--- config.mk ---
export PLATFORM = sky130hd
export DESIGN_NAME = rom_rr_nch_flat
export DESIGN_NICKNAME = d
export VERILOG_FILES = /design/src/rtl/rom_rr_nch_if.sv /design/src/rtl/rom_rr_nch.sv /design/src/flat_wrapper.sv
export SDC_FILE = /design/constraint.sdc
export NUM_CORES = 1
export LEC_CHECK = 0
export CAP_MARGIN = 20
export CORE_UTILIZATION = 29
export DETAILED_ROUTE_END_ITERATION = 8
export PLACE_DENSITY = 0.87
export SETUP_SLACK_MARGIN = 0.4
export SLEW_MARGIN = 40
export SYNTH_ARGS = -nofsm -noshare
export SYNTH_HDL_FRONTEND = slang
export SYNTH_SLANG_ARGS = --single-unit
--- constraint.sdc ---
create_clock -name i_clk -period 1.98 [get_ports i_clk]
set_input_delay 0.198 -clock i_clk [delete_from_list [all_inputs] [get_ports i_clk]]
set_output_delay 0.198 -clock i_clk [all_outputs]
set_load 0.005 [all_outputs]
--- src/rtl/rom_rr_nch_if.sv ---
// rom_rr_nch_if - request/response bundle for the N-channel round-robin ROM.
//
// Signals (named from the ROM's point of view):
//   i_en     arbiter enable; when low, no new reads are issued
//   i_req    per-channel read request
//   i_addr   packed per-channel addresses, channel c at [c*ADDR_WIDTH +: ADDR_WIDTH]
//   o_valid  per-channel one-cycle pulse: that channel's o_data slice was updated
//   o_data   packed per-channel read data, held between updates
//   o_pend   channel has an accepted request that has not been issued yet
//   o_ovf    sticky per-channel flag: a request was dropped while still pending
//
// Modports: master (index generators / bench), slave (the ROM).

interface rom_rr_nch_if #(
    parameter int unsigned NCH        = 4,
    parameter int unsigned ADDR_WIDTH = 9,
    parameter int unsigned DATA_WIDTH = 8
);
    logic                      i_en;
    logic [NCH-1:0]            i_req;
    logic [NCH*ADDR_WIDTH-1:0] i_addr;
    logic [NCH-1:0]            o_valid;
    logic [NCH*DATA_WIDTH-1:0] o_data;
    logic [NCH-1:0]            o_pend;
    logic [NCH-1:0]            o_ovf;

    modport master (
        output i_en, i_req, i_addr,
        input  o_valid, o_data, o_pend, o_ovf
    );

    modport slave (
        input  i_en, i_req, i_addr,
        output o_valid, o_data, o_pend, o_ovf
    );
endinterface

--- src/rtl/rom_rr_nch.sv ---
// rom_rr_nch - N-channel read-only lookup table behind one registered read port.
//
// Channels post requests which are held as pending, then granted one per cycle in
// round-robin order starting at the channel after the last one served. The single
// synchronous read maps onto one block RAM. Request to o_valid latency is 2 cycles.
//
// Ports:
//   i_clk   system clock
//   i_rst   asynchronous, active-high reset
//   io_bus  rom_rr_nch_if.slave (i_en, i_req, i_addr, o_valid, o_data, o_pend, o_ovf)
//
// Build option: define ROM_RR_NCH_QUARTER_WAVE_EN to store only the first quarter of a
// signed period (depth 1<<(ADDR_WIDTH-2)); the other quarters are rebuilt by mirroring
// the index and negating the word in the output stage.

module rom_rr_nch #(
    parameter int unsigned NCH        = 4,
    parameter int unsigned ADDR_WIDTH = 9,
    parameter int unsigned DATA_WIDTH = 8,
    parameter string       LOAD_PATH  = ""
) (
    input logic             i_clk,
    input logic             i_rst,
    rom_rr_nch_if.slave     io_bus
);

    localparam int unsigned PW = (NCH > 1) ? $clog2(NCH) : 1;
`ifdef ROM_RR_NCH_QUARTER_WAVE_EN
    localparam int unsigned MW = ADDR_WIDTH - 2;
`else
    localparam int unsigned MW = ADDR_WIDTH;
`endif
    localparam int unsigned DEPTH = 1 << MW;

    logic [DATA_WIDTH-1:0] r_mem [DEPTH];

    logic [NCH-1:0]            r_pend;
    logic [ADDR_WIDTH-1:0]     r_addr [NCH];
    logic [NCH-1:0]            r_ovf;
    logic [PW-1:0]             r_ptr;
    logic                      r_rvld;
    logic [PW-1:0]             r_tag;
    logic [DATA_WIDTH-1:0]     r_rd;
    logic [NCH-1:0]            r_valid;
    logic [NCH*DATA_WIDTH-1:0] r_data;

    logic                      w_gnt_vld;
    logic [PW-1:0]             w_gnt;
    logic [NCH-1:0]            w_gnt_oh;
    logic [PW-1:0]             w_ptr_nxt;
    logic [ADDR_WIDTH-1:0]     w_raddr;
    logic [MW-1:0]             w_ridx;
    logic [DATA_WIDTH-1:0]     w_out;

    // First pending channel at or after r_ptr, wrapping modulo NCH. Walking the
    // offsets downward lets the smallest offset overwrite the result last.
    always_comb begin
        w_gnt_vld = 1'b0;
        w_gnt     = '0;
        for (int i = NCH - 1; i >= 0; i--) begin
            int unsigned v_idx;
            v_idx = int'(r_ptr) + i;
            if (v_idx >= NCH) begin
                v_idx = v_idx - NCH;
            end
            if (io_bus.i_en && r_pend[v_idx]) begin
                w_gnt_vld = 1'b1;
                w_gnt     = PW'(v_idx);
            end
        end
    end

    assign w_gnt_oh  = w_gnt_vld ? (NCH'(1) << w_gnt) : '0;
    assign w_ptr_nxt = (w_gnt == PW'(NCH - 1)) ? '0 : w_gnt + 1'b1;
    assign w_raddr   = r_addr[w_gnt];

`ifdef ROM_RR_NCH_QUARTER_WAVE_EN
    logic r_neg;
    logic w_rneg;

    // Second and fourth quarters read the table backwards.
    assign w_ridx = w_raddr[ADDR_WIDTH-3:0] ^ {(ADDR_WIDTH-2){w_raddr[ADDR_WIDTH-2]}};
    assign w_rneg = w_raddr[ADDR_WIDTH-1];

    // Negative half: two's-complement negate, with the most negative word clamped to +max.
    always_comb begin
        w_out = r_rd;
        if (r_neg) begin
            if (r_rd == {1'b1, {(DATA_WIDTH-1){1'b0}}}) begin
                w_out = {1'b0, {(DATA_WIDTH-1){1'b1}}};
            end else begin
                w_out = -r_rd;
            end
        end
    end

    always_ff @(posedge i_clk) begin
        if (w_gnt_vld) begin
            r_neg <= w_rneg;
        end
    end
`else
    assign w_ridx = w_raddr;
    assign w_out  = r_rd;
`endif

    // Read port kept free of reset so it maps onto block RAM; r_rvld qualifies it.
    always_ff @(posedge i_clk) begin
        if (w_gnt_vld) begin
            r_rd  <= r_mem[w_ridx];
            r_tag <= w_gnt;
        end
    end

    always_ff @(posedge i_clk or posedge i_rst) begin
        if (i_rst) begin
            r_pend  <= '0;
            r_ovf   <= '0;
            r_ptr   <= '0;
            r_rvld  <= 1'b0;
            r_valid <= '0;
            r_data  <= '0;
            for (int c = 0; c < NCH; c++) begin
                r_addr[c] <= '0;
            end
        end else begin
            // A channel being granted this cycle frees its slot, so a new request
            // on the same edge is accepted rather than flagged as overflow.
            for (int c = 0; c < NCH; c++) begin
                if (io_bus.i_req[c] && (!r_pend[c] || w_gnt_oh[c])) begin
                    r_addr[c] <= io_bus.i_addr[c*ADDR_WIDTH +: ADDR_WIDTH];
                    r_pend[c] <= 1'b1;
                end else if (io_bus.i_req[c]) begin
                    r_ovf[c] <= 1'b1;
                end else if (w_gnt_oh[c]) begin
                    r_pend[c] <= 1'b0;
                end
            end

            r_rvld <= w_gnt_vld;
            if (w_gnt_vld) begin
                r_ptr <= w_ptr_nxt;
            end

            if (r_rvld) begin
                r_data[int'(r_tag)*DATA_WIDTH +: DATA_WIDTH] <= w_out;
                r_valid <= NCH'(1) << r_tag;
            end else begin
                r_valid <= '0;
            end
        end
    end

    assign io_bus.o_valid = r_valid;
    assign io_bus.o_data  = r_data;
    assign io_bus.o_pend  = r_pend;
    assign io_bus.o_ovf   = r_ovf;

endmodule

--- src/flat_wrapper.sv ---
// flat-port wrapper written by rule: the top's interface ports become plain ports
module rom_rr_nch_flat 
#(
    parameter int unsigned NCH        = 4,
    parameter int unsigned ADDR_WIDTH = 9,
    parameter int unsigned DATA_WIDTH = 8,
    parameter string       LOAD_PATH  = ""
)
  (i_clk, i_rst, io_bus_i_en, io_bus_i_req, io_bus_i_addr, io_bus_o_valid, io_bus_o_data, io_bus_o_pend, io_bus_o_ovf);
  rom_rr_nch_if #(.NCH(NCH), .ADDR_WIDTH(ADDR_WIDTH), .DATA_WIDTH(DATA_WIDTH)) io_bus_i ();
  input logic i_clk;
  input logic i_rst;
  input wire logic [$bits(io_bus_i.i_en)-1:0] io_bus_i_en;
  input wire logic [$bits(io_bus_i.i_req)-1:0] io_bus_i_req;
  input wire logic [$bits(io_bus_i.i_addr)-1:0] io_bus_i_addr;
  output wire logic [$bits(io_bus_i.o_valid)-1:0] io_bus_o_valid;
  output wire logic [$bits(io_bus_i.o_data)-1:0] io_bus_o_data;
  output wire logic [$bits(io_bus_i.o_pend)-1:0] io_bus_o_pend;
  output wire logic [$bits(io_bus_i.o_ovf)-1:0] io_bus_o_ovf;
  assign io_bus_i.i_en = io_bus_i_en;
  assign io_bus_i.i_req = io_bus_i_req;
  assign io_bus_i.i_addr = io_bus_i_addr;
  assign io_bus_o_valid = io_bus_i.o_valid;
  assign io_bus_o_data = io_bus_i.o_data;
  assign io_bus_o_pend = io_bus_i.o_pend;
  assign io_bus_o_ovf = io_bus_i.o_ovf;
  rom_rr_nch #(.NCH(NCH), .ADDR_WIDTH(ADDR_WIDTH), .DATA_WIDTH(DATA_WIDTH), .LOAD_PATH(LOAD_PATH)) u_core (.i_clk(i_clk), .i_rst(i_rst), .io_bus(io_bus_i));
endmodule
== After elaboration in Yosys (flattened, before gate mapping) ==
Index checks and enable logic that the tools add are counted.
Word-level totals
  flip-flop bits (word level): 57
  latch bits: 0
  RAM bits: 0
  memory bits (read-only): 0
  input bits: 43
  word-level logic and storage cells: 108
  memories: 0
Operators by class
  add/sub/neg operators: 9
  multipliers: 0
  div/mod/pow operators: 0
  order comparisons: 8
  eq/ne operators: 5
  shift operators: 4
  muxes and demuxes: 36
  bitwise gates (word level): 4
  reductions and logical operators: 28
Operator list (count)
  < comparator 32 x 3 -> 1 bit (second input constant): 4
  two-way mux 32 bit: 4
  greater-or-equal comparator 32 x 3 -> 1 bit (second input constant): 3
  subtractor 32 x 3 -> 32 bit (second input constant): 3
  negation 5 -> 34 bit: 1
  variable shift 8 x 34 -> 32 bit (first input constant): 1
  variable part select 8 x 34 -> 32 bit: 1
  bitwise mux 32 bit: 1
  two-way mux 1 bit: 20
  AND reduction 2 bit: 8
  two-way mux 2 bit: 5
  binary-select mux 1 bit (select 2 bit): 4
  logical AND 1 bit: 8
  two-way mux 4 bit: 2
  != test 2 x 1 -> 1 bit (second input constant): 4
  nonzero test 2 bit: 4
  << shifter 1 x 2 -> 4 bit (first input constant): 2
  adder 2 x 2 -> 3 bit (second input constant): 2
  logical NOT 1 bit: 4
  logical OR 1 bit: 4
  NOT 1 bit: 4
  subtractor 2 x 3 -> 4 bit (second input constant): 1
  adder 2 x 1 -> 3 bit (second input constant): 1
  greater-or-equal comparator 2 x 3 -> 1 bit (second input constant): 1
  2 further kinds: 2

== Logic depth before layout (Yosys ltp) ==
Gate-level depths: netlist (run 1).
  word-level depth: 16
  depth in mapped cells: 8
  mapped depth without buffers: 7

== Worst setup path after synthesis (run 1) ==
OpenSTA, ideal clock, no wires.
  kind: reg2reg
  start point: register u_core.r_ptr[1]
  end point: register u_core.r_ptr[0]
  arrival time: 1890 ps
  path slack: 9 ps
  stages on the path, launching flop included: 8
  clock period less this slack: 1971 ps
  cells stage by stage: dfrtp_1 -> buf_2 -> mux2_4 -> o221a_2 -> o311a_2 -> ha_1 -> or3_1 -> o211ai_2
Between the ends
  cells in the longest elaborated chain, start to end: 12
  elaborated cells between the ends (all ways): 38
  those cells by class: add/sub (8); order compare (4); eq/ne (1); mux (21); reduce/logical (4)
Ends and longest elaborated chain
  from (decl): line rom_rr_nch.sv:40  | logic [PW-1:0] r_ptr;
  from (signal assigned): line rom_rr_nch.sv:142  | r_ptr <= w_ptr_nxt;
  adder 2 x 2 -> 3 bit: line rom_rr_nch.sv:62  | v_idx = int'(r_ptr) + i;
  subtractor 32 x 3 -> 32 bit / greater-or-equal comparator 32 x 3 -> 1 bit (equally long branches): line rom_rr_nch.sv:64, rom_rr_nch.sv:63
  two-way mux 32 bit: line rom_rr_nch.sv:63  | if (v_idx >= NCH) begin
  binary-select mux 1 bit (select 2 bit): line rom_rr_nch.sv:66  | if (io_bus.i_en && r_pend[v_idx]) begin
  two-way mux 1 bit (not written as such): line rom_rr_nch.sv:66
  logical AND 1 bit: line rom_rr_nch.sv:66
  two-way mux 2 bit (3 in a row): line rom_rr_nch.sv:66
  two-way mux 2 bit *: line rom_rr_nch.sv:66
  named net u_core.w_gnt[0]: line rom_rr_nch.sv:48  | logic [PW-1:0] w_gnt;
  adder 2 x 1 -> 2 bit / == test 2 bit (equally long branches): line rom_rr_nch.sv:74  | assign w_ptr_nxt = (w_gnt == PW'(NCH - 1)) ? '0 : w_gnt + 1'b1;
  two-way mux 2 bit *: line rom_rr_nch.sv:74
Mark *: on every way through the listed nets, which the timed path passes. The rest lies on a longest branch. The select of a mux whose other input is x is not followed.
A chain may end at the register's enable or synchronous reset.

== Final worst setup path (run 1) ==
  start point: register u_core.r_ptr[0]
  end point: register u_core.r_ptr[0]
Same word-level chain as after synthesis.

==> run summary, run 1 <==
The congestion estimate from routability-driven global placement came to 0.760. In the routed design, unresolved DRC markers number 0. In the final layout, flip-flops and latches occupy 440 um^2. The worst voltage drop across the vdd grid is 458 uV, and the number of hold-repair buffers added at the cts stage is 0. The part of the cycle the worst path needs came out at 0.987.

Area share of the largest cell type after synthesis: 0.352. The top cell types in the final layout, fill and taps aside, are conb_1 (32), clkdlybuf4s50_1 (17), buf_4 (13). The clock insertion delay at the later pin of the skew report was 250 ps. In the final layout, the multi-input gates occupy 553 um^2.

The share of cell area taken by muxes after synthesis is 0.0422, and the netlist area before placement is 1070 um^2. Summed over all layers, the routed wires come to 1870 um. The number of warning messages in the yosys log is 0, and the area of placed instances is 1280 um^2. The run gives 0.310 as the effective utilization at floorplan. The HPWL after detailed placement is 1460 um. Setup repair after global routing could not meet its margin everywhere.

In this run the horizontal extent of the chip is 62.7 um. For the pin with the worst max-slew slack, the measured transition is 547 ps. The share of the synthesized area in compound gates (AO/OA/AOI/OAI) came out at 0.155.

TritonCTS built the clock tree. The tools report the clock tree root driver cell as clkbuf_8. Count of routing violations after the opening detailed-route iteration: 5. The growth of design area from synthesis to finish is 31.1%, and the detail-routed via count per cell is 3.96. The first TritonRoute pass finished after 3 iterations. The setup skew after layout was 3.62 ps; the buffer depth of the longest clock path was 2.

After clock tree synthesis, the clock-pin slew on the worst setup and hold paths is 60 ps. The final number of hold-violating endpoints was 0; the routed via count was 721. The required time of the worst setup path was 2150 ps; the static leakage was 0.621 nW. The repair_antennas step left the layout with diodes totalling 0.

The number of pins with negative max-slew slack in the final report is 0, and the synthesized area per cell is 10.3 um^2. After routing the design area is 1400 um^2. Switching share of total power: 0.330.

The count of nets left with antenna violations once routing finished came out at 0. For this run, the leading register cell type out of synthesis is dfrtp_1. Share of cells above drive strength 1: 0.287. Summed over all failing endpoints, the final setup total negative slack is 0 ps. The relative max-transition margin is 0.635, and the global-route total usage across every layer is 0.0992. The final net count is 184, and the register share of total power is 0.367. By startpoint and endpoint, the worst setup path is classified as flip-flop to flip-flop. Wire length of the first global-routing pass: 2970 um. The floorplan core area was 3440 um^2; the pre-CTS setup slack was -289 ps. The tools report the sequential fraction of the synthesis area as 0.408.

Simple-gate share of the synthesized area: 0.0868. Entering global routing, the biggest net connects 16 pins. The run finished with clean final reports. The count of filler cells inserted in the layout was 341; the flip-flop and latch count after synthesis was 17. Based on the critical path, the design can be clocked at up to 0.512 GHz. The run gives 0.184 as the relative contribution of the clock network to total power. Data on the critical path arrives at its endpoint at 2120 ps. The logs give 0 for the initial antenna violation count and 0 for the number of endpoints failing setup at the final stage. The internal power summed over all cells was 0.895 mW. In this run the worst path has a maximum fanout of 4.

The die covers 3930 um^2. Yosys attributes the largest share of cell area to dfrtp_1 (35%), buf_4 (24%), edfxtp_1 (5.6%). Number of placed I/O pins: 87. The combinational family with the most area after synthesis was buffers and inverters.

For this design the ratio of total power to cell area is 955 nW/um^2. Final critical delay including setup and external delays: 1950 ps. Fraction of registers with async set/reset: 0.882. Across the run, the number of max-cap violations was 0. The initialized floorplan defines 21 standard-cell rows.

The worst setup path is launched from a flip-flop. The number of port buffers was 18. The commonest non-fill, non-tap cell in the layout is conb_1. For this design, the sink count on the clock tree is 17.

In this run the power spent charging and discharging nets is 0.440 mW. In the synthesized netlist, the number of instances is 104. The number of enable flip-flop cells after synthesis works out to 2. STA classifies the critical path endpoint as a flip-flop.

The number of unique standard cell types used by synthesis was 28. The tools report the number of levels in the clock H-tree as 1. The average wire per standard cell came out at 10.3 um. In this run, CTS created clock tree buffers numbering 3.

Path type of the worst min-delay path: primary input to asynchronous set/reset pin. The final worst-path setup slack is 26.3 ps. The power share of the combinational group was 0.449; the area share of xor/xnor cells in the synthesized design was 0. The adder and majority gate portion of the synthesized area works out to 0.0469.

Cell taking the most area after synthesis: dfrtp_1. The logs give 0 for the global route total overflow and 678 for the via count of the first global-routing pass. The y dimension of the die was 62.7 um.
[power by group through the flow]
stage	logic (mW)	registers, mW	clock network (mW)
floorplan	0.402	0.458	0
global placement	0.463	0.485	0
detailed placement	0.484	0.489	0
CTS	0.562	0.483	0.258
global route	0.648	0.500	0.269
finish	0.600	0.490	0.246
[worst max-delay path, cell delays in order (launching register included)]
cell and delay [ps]:
dfrtp_2 440, mux2i_2 180, o221a_4 300, o311a_4 340, ha_4 170, or3_1 380, o211ai_2 60
[metal layers]
layer,part of all wire,vias to the layer above,wire length [um],GRT usage
met2,0.55,31,1030,0.177
met3,0.050,2,94,0.0383
met4,0.0080,0,15,0.0349
li1,-,350,-,-
met5,0,-,0,0
met1,0.39,338,729,0.106
[layout make-up]
| type | count | area share |
|---|---|---|
| Timing Repair Buffer | 32 | 0.206 |
| Multi-Input combinational cell | 79 | 0.395 |
| Sequential cell | 17 | 0.315 |
| Clock buffer | 4 | 0.0322 |
| Tap cell | 46 | 0.0411 |
| Inverter | 4 | 0.0107 |
[sequential cells by signal (all words and copies together) (netlist names)]
| signal | count |
|---|---|
| u_core.r_ptr | 2 |
| u_core.r_tag | 2 |
| u_core.r_rvld | 1 |
| u_core.io_bus.o_ovf | 4 |
| u_core.io_bus.o_pend | 4 |
| u_core.io_bus.o_valid | 4 |
[cells in the mapped netlist (all sizes together), types with 2 or more instances]
cell type	number
o21ai	2
a21o	4
a21boi	4
o21a	2
o221ai	2
ha	4
or2	4
dfrtp	15
buf	35
inv	4
nor2	4
nand2	5
edfxtp	2
mux2i	3
a21oi	2
[worst paths after layout]
check                                                   start                            endpoint  slack [ps]  cells past startpoint
setup / recovery                  u_core.r_ptr[0]$_DFFE_PP0P_         u_core.r_ptr[0]$_DFFE_PP0P_          30                      6
hold / removal                                          i_rst  u_core.io_bus.o_ovf[1]$_DFFE_PP0P_         290                      2
setup reg to reg                  u_core.r_ptr[0]$_DFFE_PP0P_         u_core.r_ptr[0]$_DFFE_PP0P_          30                      6
hold reg to reg            u_core.io_bus.o_ovf[1]$_DFFE_PP0P_  u_core.io_bus.o_ovf[1]$_DFFE_PP0P_         460                      1
max in group asynchronous                               i_rst         u_core.r_ptr[0]$_DFFE_PP0P_        1290                      2
min in group i_clk         u_core.io_bus.o_ovf[1]$_DFFE_PP0P_  u_core.io_bus.o_ovf[1]$_DFFE_PP0P_         460                      1
[per-stage QoR]
stage / cells / util / total power [mW] / hold slack [ps]
floorplan: 135 / - / 0.860 / 99.5
global placement: 174 / 0.371 / 0.949 / 445
detailed placement: 174 / 0.371 / 0.973 / 446
CTS: 182 / 0.400 / 1.30 / 313
global route: 182 / 0.406 / 1.42 / 360
finish: 182 / 0.406 / 1.34 / 293
[cell families (layout without fill, tap and decap cells)]
group / after synthesis / after routing
AO/OA/AOI/OAI: 21 / 21
adder cells (fa/ha/maj): 4 / 4
buffers and inverters: 39 / 40
flip-flops: 17 / 17
multiplexers: 4 / 4
other: 1 / 32
AND/OR/NAND/NOR: 18 / 18
[what timing repair did]
action                                  4_1_cts  5_1_grt
endpoints found under the setup margin       11       10
endpoints found under the hold margin         0        0
pin swaps                                     4        1
gates resized for setup                       8        9
setup buffers                                 4        0
Power figures use the tool's default switching activity.
==> run 2, diff against run 1 <==
GPL_TIMING_DRIVEN = 0   (was not set)
TNS_END_PERCENT = 20   (was not set)
==> run 2 against run 1 <==
Compared with the run above:
- clock-buffer cell count stayed put
- via count rose by 8.5%
- highest routed layer is now met3
- die area unchanged
- cell area rose by 14%
- critical path type unchanged
==> run summary, run 2 (synthesized netlist as in run 1, its figures left out) <==
The flow ran to the end, and the final reports show no timing, DRC or antenna violations. The growth of design area from synthesis to finish was 49.8%; the number of inserted diodes was 0. From left edge to right edge, the die measures 62.7 um.

TritonCTS built the clock tree. The analysis attributes to cell leakage a power of 0.767 nW. Counting the fill cells in the layout gives 327. The run gives 0.310 as the effective utilization at floorplan.

The number of endpoints failing setup at the final stage is 0. The critical path arrival is 2080 ps, and the detail-routed via count per cell is 3.78. For the routed via count, the log shows 782. The share of cells above drive strength 1 is 0.404. After clock tree synthesis, the flow added hold-fix buffers numbering 0.

The library cell used most frequently in the layout, excluding fill and tap cells, is buf_4. TritonCTS created 3 clock buffers. During I/O placement, the number of pins put on the boundary was 87.

The tools report the buffer depth of the longest clock path as 2. The first global-routing pass estimated 3130 um of wire. The run gives 16 as the largest net degree at the start of global routing. The transition time at the pin with the least slew margin works out to 660 ps. The type of destination of the critical path was a flip-flop. The register share of total power came out at 0.338. Along the worst path, the maximum fanout reaches 4. The worst setup path is of the flip-flop to flip-flop kind. Leaving out fill and tap cells, the most frequent cells in the layout are buf_4 (38), conb_1 (32), clkdlybuf4s50_1 (17). The clock period could shrink to 1970 ps.

The row count was 21; the average wire per standard cell was 8.71 um. The run gives 6 ps as the setup slack on the worst flop-to-flop path. The run gives 1800 um as the final wirelength. The number of cells traversed by the worst register-to-register path was 7; the clock transition time at the flip-flop clock pins of the worst setup and hold paths was 60 ps. Part of the cycle the worst path needs: 0.997. For the setup TNS, the log shows 0 ps. Final cell utilization of the core: 0.465. At the worst endpoint, the required time is 2080 ps. Routed signal wires occupy layers up through met3.

Setup repair after global routing could not meet its margin everywhere. The number of port buffers is 17. The launching element type of the critical path was a flip-flop. For this run the aggregate overflow at the end of global routing stands at 0. For the relative max-transition margin, the log shows 0.554. The logs give 1360 um for the half-perimeter wire length after detailed placement and 959 um for the routed wire length on met2. The tools report the number of levels in the clock H-tree as 1. The core region is 3440 um^2. The final number of hold-violating endpoints was 0.

Switching share of total power: 0.324. The logs give 17 for the clock net sink count and 18 for the count of routing violations after the opening detailed-route iteration. The logs give 0 for the antenna violation net count after detailed routing and 743 um for the total routed wire length on the met1 layer. The total power density per cell area is 859 nW/um^2, and the total die area is 3930 um^2. The routed design uses 101 um of met3 wire.

The reg-to-reg critical path startpoint was u_core.r_ptr[0]$_DFFE_PP0P_. The clock insertion delay at the later pin of the skew report is 250 ps, and the number of DRC violations after detailed routing is 0. The number of pins with negative max-slew slack in the final report came out at 0. The tools report the clock tree root driver cell as clkbuf_8. Internal power comes to 0.929 mW.

The first detailed-routing pass took 4 iterations. The worst-case IR drop observed on VDD is 421 uV. Endpoint of the lowest-slack register-to-register path: u_core.r_ptr[1]$_DFFE_PP0P_. Across the routed clock network, the largest skew measured is 3.70 ps. The die is 62.7 um tall. For the last weighted congestion value of the routability-driven placer, the log shows 0.744. Initial antenna violation count: 0. The tools report the final net count as 209. The logs give 685 for the via count of the first global-routing pass and 0 for the max capacitance violation total. The power share of the combinational group is 0.483, and the global-route total usage across every layer is 0.100.

The analysis attributes to net switching a power of 0.445 mW. Based on the critical path, the design can be clocked at up to 0.507 GHz. Relative contribution of the clock network to total power: 0.179.

The path type of the worst min-delay path is primary input to asynchronous set/reset pin.
run 2: power groups by stage:
stage                     Clock [mW]  Sequential, mW  Combinational (mW)
after CTS                      0.256           0.460               0.630
after detailed placement           0           0.462               0.511
after global routing           0.278           0.472               0.722
after floorplan                    0           0.456               0.393
after global placement             0           0.461               0.493
final                          0.246           0.464               0.664
run 2: worst max-delay path by stage:
stage	from	to	slack [ps]	cells after the start
after detailed placement	u_core.r_ptr[1]$_DFFE_PP0P_	u_core.io_bus.o_pend[3]$_DFFE_PP0P_	-130	7
final	u_core.r_ptr[0]$_DFFE_PP0P_	u_core.r_ptr[1]$_DFFE_PP0P_	6	7
after floorplan	u_core.r_ptr[1]$_DFFE_PP0P_	u_core.r_ptr[0]$_DFFE_PP0P_	80	7
after CTS	u_core.r_ptr[0]$_DFFE_PP0P_	u_core.io_bus.o_pend[0]$_DFFE_PP0P_	5	7
after global placement	u_core.r_ptr[1]$_DFFE_PP0P_	u_core.io_bus.o_pend[3]$_DFFE_PP0P_	-40	7
after global routing	u_core.r_ptr[0]$_DFFE_PP0P_	u_core.io_bus.o_ovf[1]$_DFFE_PP0P_	-40	8
run 2: layout make-up:
cell class	instances	area, um^2	area share
inverter	4	15.0	0.00939
timing repair buffer	22	208	0.130
buffer	35	270	0.169
sequential	17	439	0.275
tap	46	57.6	0.0360
multi-input combinational	79	564	0.353
clock buffer	4	45.0	0.0282
run 2: timing repair:
action | 4_1_cts | 5_1_grt
gates cloned | 0 | 0
resized for setup | 9 | 8
setup endpoints to repair | 13 | 15
pin swaps | 2 | 7
setup buffers | 4 | 1
run 2: metrics by stage:
step                power (mW)  instances  worst slack (ps)  instance area, um^2  hold slack (ps)
finish                    1.37        207              6.40                 1600              304
global route              1.47        207             -41.2                 1600              364
CTS                       1.35        206              5.02                 1570              323
detailed placement       0.973        198              -131                 1460              446
global placement         0.954        198             -35.2                 1460              445
floorplan                0.848        135              83.3                 1230             99.5
run 2: layer usage:
layer  GRT usage  vias up
met3      0.0328        0
met4      0.0262        0
li1            -      402
met2       0.175       31
met1       0.117      349
met5           0        -
run 2: critical path: stages, from the launching register on:
cell and delay, ps:
dfrtp_1 370, buf_6 130, mux2i_2 170, o221a_4 330, o311a_4 330, buf_4 150, ha_2 300, o21ai_0 70
